**config.mk**
```make
export PLATFORM = sky130hd
export DESIGN_NAME = ce_gen
export DESIGN_NICKNAME = d
export VERILOG_FILES = /design/src/rtl/ce_gen_pkg.sv /design/src/rtl/ce_gen_chan.sv /design/src/rtl/ce_gen.sv
export SDC_FILE = /design/constraint.sdc
export NUM_CORES = 1
export LEC_CHECK = 0
export ABC_AREA = 1
export CORE_MARGIN = 4
export CORE_UTILIZATION = 58
export CTS_BUF_LIST = sky130_fd_sc_hd__clkbuf_8
export DETAILED_ROUTE_END_ITERATION = 6
export GPL_TIMING_DRIVEN = 1
export PLACE_DENSITY = 0.8
export SLEW_MARGIN = 10
export SYNTH_ARGS = -nofsm -noshare
export SYNTH_HDL_FRONTEND = slang
export SYNTH_SLANG_ARGS = --single-unit
```
**constraint.sdc**
```tcl
create_clock -name clk -period 4.5 [get_ports clk]
set_clock_uncertainty 0.05 [all_clocks]
set_input_delay 1.35 -clock clk [delete_from_list [all_inputs] [get_ports clk]]
set_output_delay 1.35 -clock clk [all_outputs]
set_load 0.05 [all_outputs]
```
**src/rtl/ce_gen_pkg.sv**
```systemverilog
// Shared constants, channel configuration record and turbo second-phase helper
// for the ce_gen clock-enable strobe generator.
package ce_gen_pkg;

    localparam int CE_CNT_W_DEF = 12;
    localparam int CE_CNT_W_MAX = 16;

    typedef struct packed {
        logic [CE_CNT_W_MAX-1:0] div;
        logic [CE_CNT_W_MAX-1:0] phase;
        logic                    turbo;
    } ce_cfg_t;

    // Half a period after phase, wrapped back into [0, div]; one extra bit
    // keeps period = div+1 exact even at the maximum divisor.
    function automatic logic [CE_CNT_W_MAX-1:0] ce_phase2(
        input logic [CE_CNT_W_MAX-1:0] div,
        input logic [CE_CNT_W_MAX-1:0] phase
    );
        logic [CE_CNT_W_MAX:0] period;
        logic [CE_CNT_W_MAX:0] sum;
        logic [CE_CNT_W_MAX:0] res;
        period = {1'b0, div} + (CE_CNT_W_MAX+1)'(1);
        sum    = {1'b0, phase} + (period >> 1);
        res    = (sum >= period) ? (sum - period) : sum;
        return CE_CNT_W_MAX'(res);
    endfunction

endpackage

```
**src/rtl/ce_gen_chan.sv**
```systemverilog
// One strobe channel: period counter, shadow/active configuration pipe and
// registered ce / wrap / cfg_err outputs.
module ce_gen_chan
    import ce_gen_pkg::*;
#(
    parameter int               CNT_W     = CE_CNT_W_DEF,
    parameter logic [CNT_W-1:0] DEF_DIV   = CNT_W'(27),
    parameter logic [CNT_W-1:0] DEF_PHASE = '0
) (
    input  logic             clk,
    input  logic             reset_n,
    input  logic [CNT_W-1:0] cfg_div_i,
    input  logic [CNT_W-1:0] cfg_phase_i,
    input  logic             cfg_turbo_i,
    input  logic             cfg_load_i,
    input  logic             resync_i,
    input  logic             run_i,
    output logic             ce_o,
    output logic             wrap_o,
    output logic             cfg_err_o
);

    localparam ce_cfg_t CFG_RST = '{
        div:   CE_CNT_W_MAX'(DEF_DIV),
        phase: CE_CNT_W_MAX'(DEF_PHASE),
        turbo: 1'b0
    };

    ce_cfg_t                 cfg_in;
    ce_cfg_t                 shd_q;
    ce_cfg_t                 shd_d;
    ce_cfg_t                 act_q;
    ce_cfg_t                 act_d;
    logic [CNT_W-1:0]        cnt_q;
    logic [CNT_W-1:0]        cnt_d;
    logic                    from_wrap_q;
    logic                    from_wrap_d;
    logic                    ce_q;
    logic                    ce_d;
    logic                    wrap_q;
    logic                    wrap_d;
    logic                    err_q;
    logic                    err_d;
    logic [CE_CNT_W_MAX-1:0] cnt_w;
    logic [CE_CNT_W_MAX-1:0] phase2;
    logic                    at_end;
    logic                    apply;
    logic                    phase_ok;
    logic                    hit;

    always_comb begin
        cfg_in.div   = CE_CNT_W_MAX'(cfg_div_i);
        cfg_in.phase = CE_CNT_W_MAX'(cfg_phase_i);
        cfg_in.turbo = cfg_turbo_i;

        cnt_w  = CE_CNT_W_MAX'(cnt_q);
        at_end = run_i && (cnt_w == act_q.div);
        apply  = resync_i || at_end;

        // A load in the apply cycle bypasses the shadow so the newest value wins.
        shd_d = cfg_load_i ? cfg_in : shd_q;
        act_d = apply ? shd_d : act_q;

        if (apply) begin
            cnt_d = '0;
        end else if (run_i) begin
            cnt_d = cnt_q + CNT_W'(1);
        end else begin
            cnt_d = cnt_q;
        end

        phase_ok = (act_q.phase <= act_q.div);
        phase2   = ce_phase2(act_q.div, act_q.phase);
        hit      = (cnt_w == act_q.phase) || (act_q.turbo && (cnt_w == phase2));

        ce_d   = run_i && phase_ok && hit;
        wrap_d = run_i && from_wrap_q;
        err_d  = !phase_ok;

        // Marks the cycle spent at 0 after a natural wrap; held while frozen.
        if (run_i) begin
            from_wrap_d = at_end;
        end else begin
            from_wrap_d = from_wrap_q && !resync_i;
        end
    end

    always_ff @(posedge clk or negedge reset_n) begin
        if (!reset_n) begin
            shd_q       <= CFG_RST;
            act_q       <= CFG_RST;
            cnt_q       <= '0;
            from_wrap_q <= 1'b0;
            ce_q        <= 1'b0;
            wrap_q      <= 1'b0;
            err_q       <= 1'b0;
        end else begin
            shd_q       <= shd_d;
            act_q       <= act_d;
            cnt_q       <= cnt_d;
            from_wrap_q <= from_wrap_d;
            ce_q        <= ce_d;
            wrap_q      <= wrap_d;
            err_q       <= err_d;
        end
    end

    assign ce_o      = ce_q;
    assign wrap_o    = wrap_q;
    assign cfg_err_o = err_q;

endmodule

```
**src/rtl/ce_gen.sv**
```systemverilog
// NCH-channel clock-enable strobe generator. Defining CE_GEN_GATE_EN adds the
// per-channel gate input that freezes a channel's counter and strobes.
module ce_gen
    import ce_gen_pkg::*;
#(
    parameter int                   NCH       = 4,
    parameter int                   CNT_W     = CE_CNT_W_DEF,
    parameter logic [NCH*CNT_W-1:0] DEF_DIV   = {NCH{CNT_W'(27)}},
    parameter logic [NCH*CNT_W-1:0] DEF_PHASE = '0
) (
    input  logic                 clk,
    input  logic                 reset_n,
    input  logic [NCH*CNT_W-1:0] cfg_div,
    input  logic [NCH*CNT_W-1:0] cfg_phase,
    input  logic [NCH-1:0]       cfg_turbo,
    input  logic [NCH-1:0]       cfg_load,
    input  logic                 resync,
`ifdef CE_GEN_GATE_EN
    input  logic [NCH-1:0]       gate,
`endif
    output logic [NCH-1:0]       ce,
    output logic [NCH-1:0]       wrap,
    output logic [NCH-1:0]       cfg_err
);

    logic [NCH-1:0] run;

`ifdef CE_GEN_GATE_EN
    assign run = gate;
`else
    assign run = '1;
`endif

    for (genvar i = 0; i < NCH; i++) begin : g_chan
        ce_gen_chan #(
            .CNT_W     (CNT_W),
            .DEF_DIV   (DEF_DIV[i*CNT_W +: CNT_W]),
            .DEF_PHASE (DEF_PHASE[i*CNT_W +: CNT_W])
        ) u_chan (
            .clk         (clk),
            .reset_n     (reset_n),
            .cfg_div_i   (cfg_div[i*CNT_W +: CNT_W]),
            .cfg_phase_i (cfg_phase[i*CNT_W +: CNT_W]),
            .cfg_turbo_i (cfg_turbo[i]),
            .cfg_load_i  (cfg_load[i]),
            .resync_i    (resync),
            .run_i       (run[i]),
            .ce_o        (ce[i]),
            .wrap_o      (wrap[i]),
            .cfg_err_o   (cfg_err[i])
        );
    end

endmodule

```
After elaboration in Yosys (flattened, before gate mapping)
Cells that the tools add are included.
W data, S select, Z words.
{"block": "op_classes", "addsub": 16, "magnitude_cmp": 8, "n_eq_ne": 12, "n_mux": 12, "reduce_logical": 20}
{"operator": "$eq A12 B16 Y1", "n": 12}
{"operator": "$mux W33", "n": 4}
{"operator": "$add A16 B1 Y17 const B", "n": 4}
{"operator": "$add A16 B16 Y17", "n": 4}
{"operator": "$ge A17 B17 Y1", "n": 4}
{"operator": "$le A16 B16 Y1", "n": 4}
{"operator": "$mux W16", "n": 4}
{"operator": "$sub A16 B16 Y16", "n": 4}
{"operator": "$add A12 B1 Y12 const B", "n": 4}
{"operator": "$mux W12", "n": 4}
{"operator": "$logic_and A1 B1 Y1", "n": 8}
{"operator": "$logic_or A1 B1 Y1", "n": 8}
{"operator": "$logic_not A1 Y1", "n": 4}
{"block": "totals", "register_bits": 328, "wordCells": 112}

Logic depth before layout (Yosys ltp)
Gate-level depths: netlist (run 1).
{"block": "logic_depth", "depth_word": 8, "ltp_mapped": 41, "depth_no_buf": 41}

By module
From an unflattened synthesis (run 1), not the netlist that was laid out.
{"block": "unflattened", "hier_cells": 3985, "hier_area_um2": 26646.8}
{"mod": "ce_gen_chan (g_chan[0].u_chan ...)", "instances": 3, "cells_per_inst": 994, "area_each_um2": 6668.9}
{"mod": "ce_gen_chan (g_chan[3].u_chan)", "instances": 1, "cells_per_inst": 1002, "area_each_um2": 6636.4}
{"mod": "ce_gen", "instances": 1, "cells_per_inst": 1, "area_each_um2": 3.8}

Worst setup path before layout (run 1)
OpenSTA, ideal clock, no wires.
{"block": "synth_path", "kind": "flip-flop to flip-flop", "start": "reg g_chan[2].u_chan.act_q[17] (netlist bit)", "end": "reg g_chan[2].u_chan.ce_q", "setup_time_ps": 77, "arrival_time_ps": 4424, "path_slack_ps": -51, "path_stages_with_launch": 35, "synth_period_minus_slack_ps": 4551, "path_cell_list": "dfstp_2 -> inv_1 -> nor3_1 -> nand2_1 -> nor2_1 -> nand2_1 -> nor3_1 -> nand2_1 -> xor2_1 -> inv_1 -> ha_1 -> a21oi_1 -> a21boi_0 -> nor2_1 -> nor2_1 -> nand3b_1 -> nand2_1 -> inv_1 -> ha_1 -> nand2_1 -> nor2_1 -> nor2_1 -> nand2_1 -> nor2_4 -> nand2_2 -> buf_6 -> inv_4 -> nand2_1 -> nand2_1 -> nor2_1 -> nor2_1 -> nand2_1 -> nor2_1 -> nand3_1 -> a21oi_1"}
{"block": "synth_via", "elab_chain_len": 8}
{"item": "from (decl)", "line": "ce_gen_chan.sv:32", "text": "ce_cfg_t act_q;"}
{"item": "from (signal assigned)", "line": "ce_gen_chan.sv:99", "text": "act_q <= act_d;"}
{"item": "$add A16 B1 Y17", "line": "ce_gen_pkg.sv:23", "text": "period = {1'b0, div} + (CE_CNT_W_MAX+1)'(1);"}
{"item": "$add A16 B16 Y17", "line": "ce_gen_pkg.sv:24", "text": "sum = {1'b0, phase} + (period >> 1);"}
{"item": "$sub A16 B16 Y16 or $ge A17 B17 Y1 (tied branches)", "line": "ce_gen_pkg.sv:25", "text": "res = (sum >= period) ? (sum - period) : sum;"}
{"item": "$mux W16", "line": "ce_gen_pkg.sv:25"}
{"item": "$eq A12 B16 Y1", "line": "ce_gen_chan.sv:74", "text": "hit = (cnt_w == act_q.phase) || (act_q.turbo && (cnt_w == phase2));"}
{"item": "$logic_and A1 B1 Y1", "line": "ce_gen_chan.sv:74"}
{"item": "$logic_or A1 B1 Y1", "line": "ce_gen_chan.sv:74"}
{"item": "$logic_and A1 B1 Y1 *", "line": "ce_gen_chan.sv:76", "text": "ce_d = run_i && phase_ok && hit;"}
{"item": "named net g_chan[2].u_chan.ce_d", "line": "ce_gen_chan.sv:39", "text": "logic ce_d;"}
{"item": "to (signal assigned)", "line": "ce_gen_chan.sv:94", "text": "ce_q <= 1'b0;"}
{"item": "to (signal assigned)", "line": "ce_gen_chan.sv:102", "text": "ce_q <= ce_d;"}
{"item": "to (decl)", "line": "ce_gen_chan.sv:38", "text": "logic ce_q;"}
The timed path passes the listed nets; every way through them passes the cells marked *.
A chain may end at the register's enable or synchronous reset.

Worst setup path in the final report (run 1)
{"block": "layout_path", "start": "reg g_chan[1].u_chan.act_q[18] (netlist bit)", "end": "reg g_chan[1].u_chan.ce_q"}
{"block": "layout_via", "elab_chain_len": 8}
{"item": "from (decl)", "line": "ce_gen_chan.sv:32"}
{"item": "from (signal assigned)", "line": "ce_gen_chan.sv:99"}
{"item": "$add A16 B1 Y17", "line": "ce_gen_pkg.sv:23"}
{"item": "$add A16 B16 Y17", "line": "ce_gen_pkg.sv:24"}
{"item": "$sub A16 B16 Y16 or $ge A17 B17 Y1 (tied branches)", "line": "ce_gen_pkg.sv:25"}
{"item": "$mux W16", "line": "ce_gen_pkg.sv:25"}
{"item": "$eq A12 B16 Y1", "line": "ce_gen_chan.sv:74"}
{"item": "$logic_and A1 B1 Y1", "line": "ce_gen_chan.sv:74"}
{"item": "$logic_or A1 B1 Y1", "line": "ce_gen_chan.sv:74"}
{"item": "$logic_and A1 B1 Y1 *", "line": "ce_gen_chan.sv:76"}
{"item": "named net g_chan[1].u_chan.ce_d", "line": "ce_gen_chan.sv:39"}
{"item": "to (signal assigned)", "line": "ce_gen_chan.sv:94"}
{"item": "to (signal assigned)", "line": "ce_gen_chan.sv:102"}
{"item": "to (decl)", "line": "ce_gen_chan.sv:38"}
Marked as above.

==> metrics.txt, run 1 <==
Clock Path Buffers=3; mean post-synth cell area=6.74 sq um; io pins=119; Startpoint Class=flop; slowest CP cell=dfstp_2; internal power=8.41 mW; VDD IR max=395 uV; NumNets Final=4783; Vias=27442; Critical Path End Type=flop; Placed Instance Area=30900 sq um; Final WS setup=-0.668 ns; register share of total power=23.2%; Pins Over Slew Limit=0; # diodes=0; Worst path max stage delay=0.57 ns; hold_sp=g_chan[3].u_chan.from_wrap_q; combinational share of power=55.0%; layout cells sized above 1=21.2%; Hold WS=0.301 ns; clock buffer count from CTS=55; Slew @ Worst Pin=0.999 ns; vias in the first global route=25670; Mapped Area=26100 sq um; most used cell, CP=nand2_1; slew margin rel.=33.4%; DIE AREA=48500 sq um; setup violators final=4; Mapped Nets=4212; Synth Warn #=0; PortBufs=118; most frequent cell after synthesis=nand2_1; Routed WL per cell=15.9 um; Clock Sink Count=328; clk_lat worst skew=0.68 ns; NetSw=6.21 mW; Synth top area share=28.4%; crit path buf inv count=7; max cap viols=0; Layout Utilization=77.4%; synth cell count leaders=nand2_1, inv_1, nor2_1; pre-CTS WS=-0.668 ns; die height=220 um; final worst-path cycle share=115%; Clock transition at path regs=0.08 ns; CTS tree=done; Die X=220 um; row count=77; DR vias/cell=5.39; first-pass GRT wire length=125000 um; GRT Total Usage=31.4%; Final Hold Fails=0; top_reg_cell synth=dfrtp_1; highest clock rate=194 MHz; leading area contributor after synthesis=dfrtp_1; ys async rst share=100%; Critical Path AT=5.69 ns; WL final=81200 um; Clock power frac=21.8%; ranking of synthesized cells by area=dfrtp_1, nand2_1, ha_1, inv_1, nand3_1; cell area after layout=34400 sq um; placed instance count=4925; RSZ-0062 raised after global routing=true; number of DRC markers in iteration 0=2378; P_leak=18.2 nW; CP Launch Point=g_chan[1].u_chan.act_q[18]; GR Overflow Total=0; Cell Pwr Density=425 nW/um^2; crit-path max FO=4; Crit Reg-Reg Startpoint=g_chan[1].u_chan.act_q[18]; delay-heaviest family, CP=simple AND/OR/NAND/NOR gates; Initial Utilization=58.8%; Non-Filler Instances=5088; number of synthesized flops with an enable pin=0; HPWL Detailed=58600 um; H-tree depth=2; Routability Congestion=1.00; core area=44400 sq um; status=complete, but fails checks; # hold bufs at CTS=0; R2R Setup Slk=-0.67 ns; Hold WC Path Type=reg -> reg; TritonRoute pass-1 iters=7; largest net degree at the start of global routing=88; Seq/Total Area, Yosys=31.6%; Netlist cell types=56; antenna violations before repair=2; minimum clock period=5.17 ns; Routed Antenna Nets=0; switch share=42.5%; register bit total from synthesis=328; synthesized instance count=3878; violated checks=negative setup slack; Root Driver=clkbuf_8; crit path kind=reg -> reg; Worst EP required=5.02 ns; Area Overhead vs Synth=31.6%; DR DRC count=0
-- worst reg2reg max path: cells and delay by family, from the launching register on --
| kind | cells | cell delay [ns] |
|---|---|---|
| compound gates | 3 | 0.51 |
| buf+inv | 7 | 0.70 |
| fa+ha+maj | 3 | 0.75 |
| xor+xnor | 2 | 0.41 |
| simple gates | 22 | 2.11 |
| flops | 1 | 0.57 |
-- layout make-up --
type	count	area, sq um
multi-input combinational	2889	16900
fill	3157	10000
sequential	328	8250
timing repair buffer	602	5030
inverter	573	2160
clock buffer	72	991
tap	592	741
clock inverter	32	343
-- power groups by stage --
stage,clock network (mW),registers (mW),logic [mW]
detailed placement,0,3.42,7.06
global placement,0,3.41,6.95
floorplan,0,3.35,4.66
global route,3.37,3.41,8.92
CTS,3.24,3.38,7.35
finish,3.19,3.39,8.04
-- sequential cells by signal (all words and copies together) (netlist names) --
| register | cells |
|---|---|
| g_chan.u_chan.shd_q | 132 |
| g_chan.u_chan.cfg_err_o | 4 |
| g_chan.u_chan.cnt_q | 48 |
| g_chan.u_chan.ce_o | 4 |
| g_chan.u_chan.from_wrap_q | 4 |
| g_chan.u_chan.wrap_o | 4 |
| g_chan.u_chan.act_q | 132 |
-- placed cells by master (no fill, tap or decap), drive strengths merged, types with 17 or more instances in the layout --
cell type	n
a21oi	121
a31oi	24
buf	483
clkbuf	74
clkdlybuf4s50	117
dfrtp	296
dfstp	32
ha	219
inv	583
nand2	1364
nand3	277
nand3b	28
nand4	54
nor2	341
nor3	53
nor4	23
o21ai	160
o21bai	17
xnor2	29
xor2	94
-- logic make-up after synthesis --
group	synth area share [%]
AO/OA/AOI/OAI	7.96
XOR/XNOR	4.12
adder cells (fa/ha/maj)	11.1
buffers and inverters	10.2
flip-flops	31.6
multiplexers	0.172
AND/OR/NAND/NOR	34.8
-- worst paths after layout --
check,endpoint,cells after the start
setup / recovery,g_chan[1].u_chan.ce_o,37
hold / removal,g_chan[3].u_chan.wrap_o,0
setup reg to reg,g_chan[1].u_chan.ce_o,37
hold reg to reg,g_chan[3].u_chan.wrap_o,0
max in group asynchronous,g_chan[3].u_chan.shd_q[18],2
min in group asynchronous,g_chan[0].u_chan.shd_q[16],1
-- through the flow --
| step | power (mW) | setup TNS [ns] |
|---|---|---|
| finish | 14.6 | -1.49 |
| global route | 15.7 | -2.91 |
| CTS | 14.0 | -1.21 |
| detailed placement | 10.5 | -1.94 |
| global placement | 10.4 | -1.48 |
| floorplan | 8.01 | 0 |
-- layer usage --
layer  track usage, %  wire length [um]  up-vias
li1                 -                 -    13450
met5                0                 8        -
met2             51.9             37600     1036
met1             42.3             34600    12699
met4             10.7              3100        2
met3             5.05              5810      255
-- what timing repair did --
action	4_1_cts	5_1_grt
buffers inserted	26	28
pin swaps	68	135
endpoints found under the hold margin	0	0
cloned	1	4
setup endpoints to repair	4	4
resized for setup	127	231
(Power assumes the default switching activity.)
==> run 2: changes to the inputs <==
- CAP_MARGIN: not set -> 30
==> run 2 against run 1 <==
Effect of this change:
- the run ends with design-rule violations, negative setup slack left
- first-iteration DRC count rose by 1.1%
- sequential power hardly changed
- sequential cell count did not move
- total power up 2.3%
- highest routed layer unchanged
- largest cell class unchanged
- clock power hardly changed
- hold slack better by 0.00076 ns
- setup slack lost 0.0052 ns
- wire length rose by 3.6%
- register-to-register slack about the same
- count of clock-buffer cells in the layout is the same
==> metrics.txt, run 2 (synthesized netlist as in run 1, its figures left out) <==
HPWL Detailed=58600 um (unchanged); Routability Congestion=1.00 (unchanged); R2R Setup Slk=-0.67 ns (about the same); die height=220 um (unchanged); most used cell, CP=nand2_1; Cell Pwr Density=429 nW/um^2 (+0.88%); Pins Over Slew Limit=0 (unchanged); largest net degree at the start of global routing=88 (unchanged); core area=44400 sq um (unchanged); max cap viols=0 (unchanged); antenna violations before repair=2 (unchanged); Critical Path AT=5.70 ns (about the same); TritonRoute pass-1 iters=7 (unchanged); Root Driver=clkbuf_8; row count=77 (unchanged); Hold WC Path Type=reg -> reg; Clock Sink Count=328 (unchanged); post-route setup TNS=-1.80 ns (-0.314 ns); Layout Utilization=78.5% (+1.1 points); DR DRC count=3 (+3); delay-heaviest family, CP=simple AND/OR/NAND/NOR gates; VDD IR max=394 uV (-0.14%); Worst EP required=5.03 ns (about the same); Critical Path End Type=flop; Regs by FF count=g_chan.u_chan.act_q: 132 flops, g_chan.u_chan.shd_q: 132 flops, g_chan.u_chan.cnt_q: 48 flops; Startpoint Class=flop; layout cells sized above 1=22.6% (+1.3 points); crit path kind=reg -> reg; Hold WS=0.302 ns (+0.000762 ns); violated checks=design-rule violations, negative setup slack; status=complete, but fails checks; number of DRC markers in iteration 0=2405 (+1.1%); first-pass GRT wire length=125000 um (unchanged); slowest CP cell=dfstp_2; DIE AREA=48500 sq um (unchanged); crit-path max FO=4 (unchanged); PortBufs=118 (unchanged); final worst-path cycle share=115% (+0.12 points); io pins=119 (unchanged); Final Hold Fails=0 (unchanged); clock buffer count from CTS=55 (unchanged); Worst path max stage delay=0.57 ns (about the same); Final WS setup=-0.673 ns (-0.00521 ns); most common cell after layout, fill and taps aside=nand2_1; most frequent cells in the layout=nand2_1, inv_1, buf_4; WL final=84100 um (+3.6%); Slew @ Worst Pin=0.898 ns (-0.101 ns); setup violators final=4 (unchanged); CP Launch Point=g_chan[1].u_chan.act_q[18]; P_leak=18.4 nW (+0.73%); NumNets Final=4795 (+0.25%); Routed Antenna Nets=0 (unchanged); RSZ-0062 raised after global routing=true; Clock Path Buffers=3 (unchanged); Area Overhead vs Synth=33.4%; Clock transition at path regs=0.08 ns (about the same); CTS tree=done; # diodes=0 (unchanged); clk_lat worst skew=0.68 ns (about the same); hold_sp=g_chan[3].u_chan.from_wrap_q; slew margin rel.=39.6% (+6.1 points); crit path buf inv count=7 (unchanged); H-tree depth=2 (unchanged); GR Overflow Total=0 (unchanged); Initial Utilization=58.8% (unchanged); Crit Reg-Reg Startpoint=g_chan[1].u_chan.act_q[18]; vias in the first global route=25670 (unchanged); Routed WL per cell=16.5 um (+3.4%); Vias=27924 (+1.8%); GRT Total Usage=31.4% (unchanged); minimum clock period=5.17 ns (+0.00521 ns); DR vias/cell=5.48 (+1.5%); Die X=220 um (unchanged); highest clock rate=193 MHz (-0.10%)
==> run 2: through the flow <==
step	total power [mW]	setup WS, ns	cell area, sq um	cells
after floorplan	8.01	0.00313	26100	3878
after global placement	10.4	-0.551	30900	4925
after detailed placement	10.5	-0.668	30900	4925
after CTS	14.0	-0.506	33000	5056
after global routing	16.0	-0.996	34900	5100
final	15.0	-0.673	34900	5100
==> run 2: power by group <==
group          leakage [nW]  total (mW)  switching (mW)  internal, mW
Sequential             4.15        3.40           0.221          3.18
Combinational          13.5        8.36            4.86          3.50
Clock                 0.711        3.20            1.35          1.85
Total                  18.4        15.0            6.43          8.53
==> run 2: area by class of cell <==
cell class | instances | area (sq um)
fillers | 3040 | 9560
repair buffers | 612 | 5150
multi-input cells | 2891 | 17200
well taps | 592 | 741
clock inverters | 32 | 343
inverters | 573 | 2170
flip-flops and latches | 328 | 8250
clock buffers | 72 | 991
==> run 2: layer usage <==
metal	GRT usage, %	vias up	part of all wire, %
li1	-	13475	-
met1	42.3	12893	42
met2	51.9	1240	47
met3	5.05	314	7.7
met4	10.7	2	4.2
met5	0	-	0.0095
==> run 2: worst paths after layout <==
| check | end | cells past startpoint |
|---|---|---|
| setup / recovery | g_chan[1].u_chan.ce_o | 37 |
| hold / removal | g_chan[3].u_chan.wrap_o | 0 |
| setup reg to reg | g_chan[1].u_chan.ce_o | 37 |
| hold reg to reg | g_chan[3].u_chan.wrap_o | 0 |
| max in group asynchronous | g_chan[3].u_chan.shd_q[18] | 2 |
| min in group asynchronous | g_chan[0].u_chan.shd_q[16] | 1 |
==> run 2: timing repair <==
action,4_1_cts,5_1_grt
cloned,1,6
gates resized for setup,127,308
hold buffers,0,0
pin swaps,68,191
setup buffers,26,38
endpoints found under the setup margin,4,4
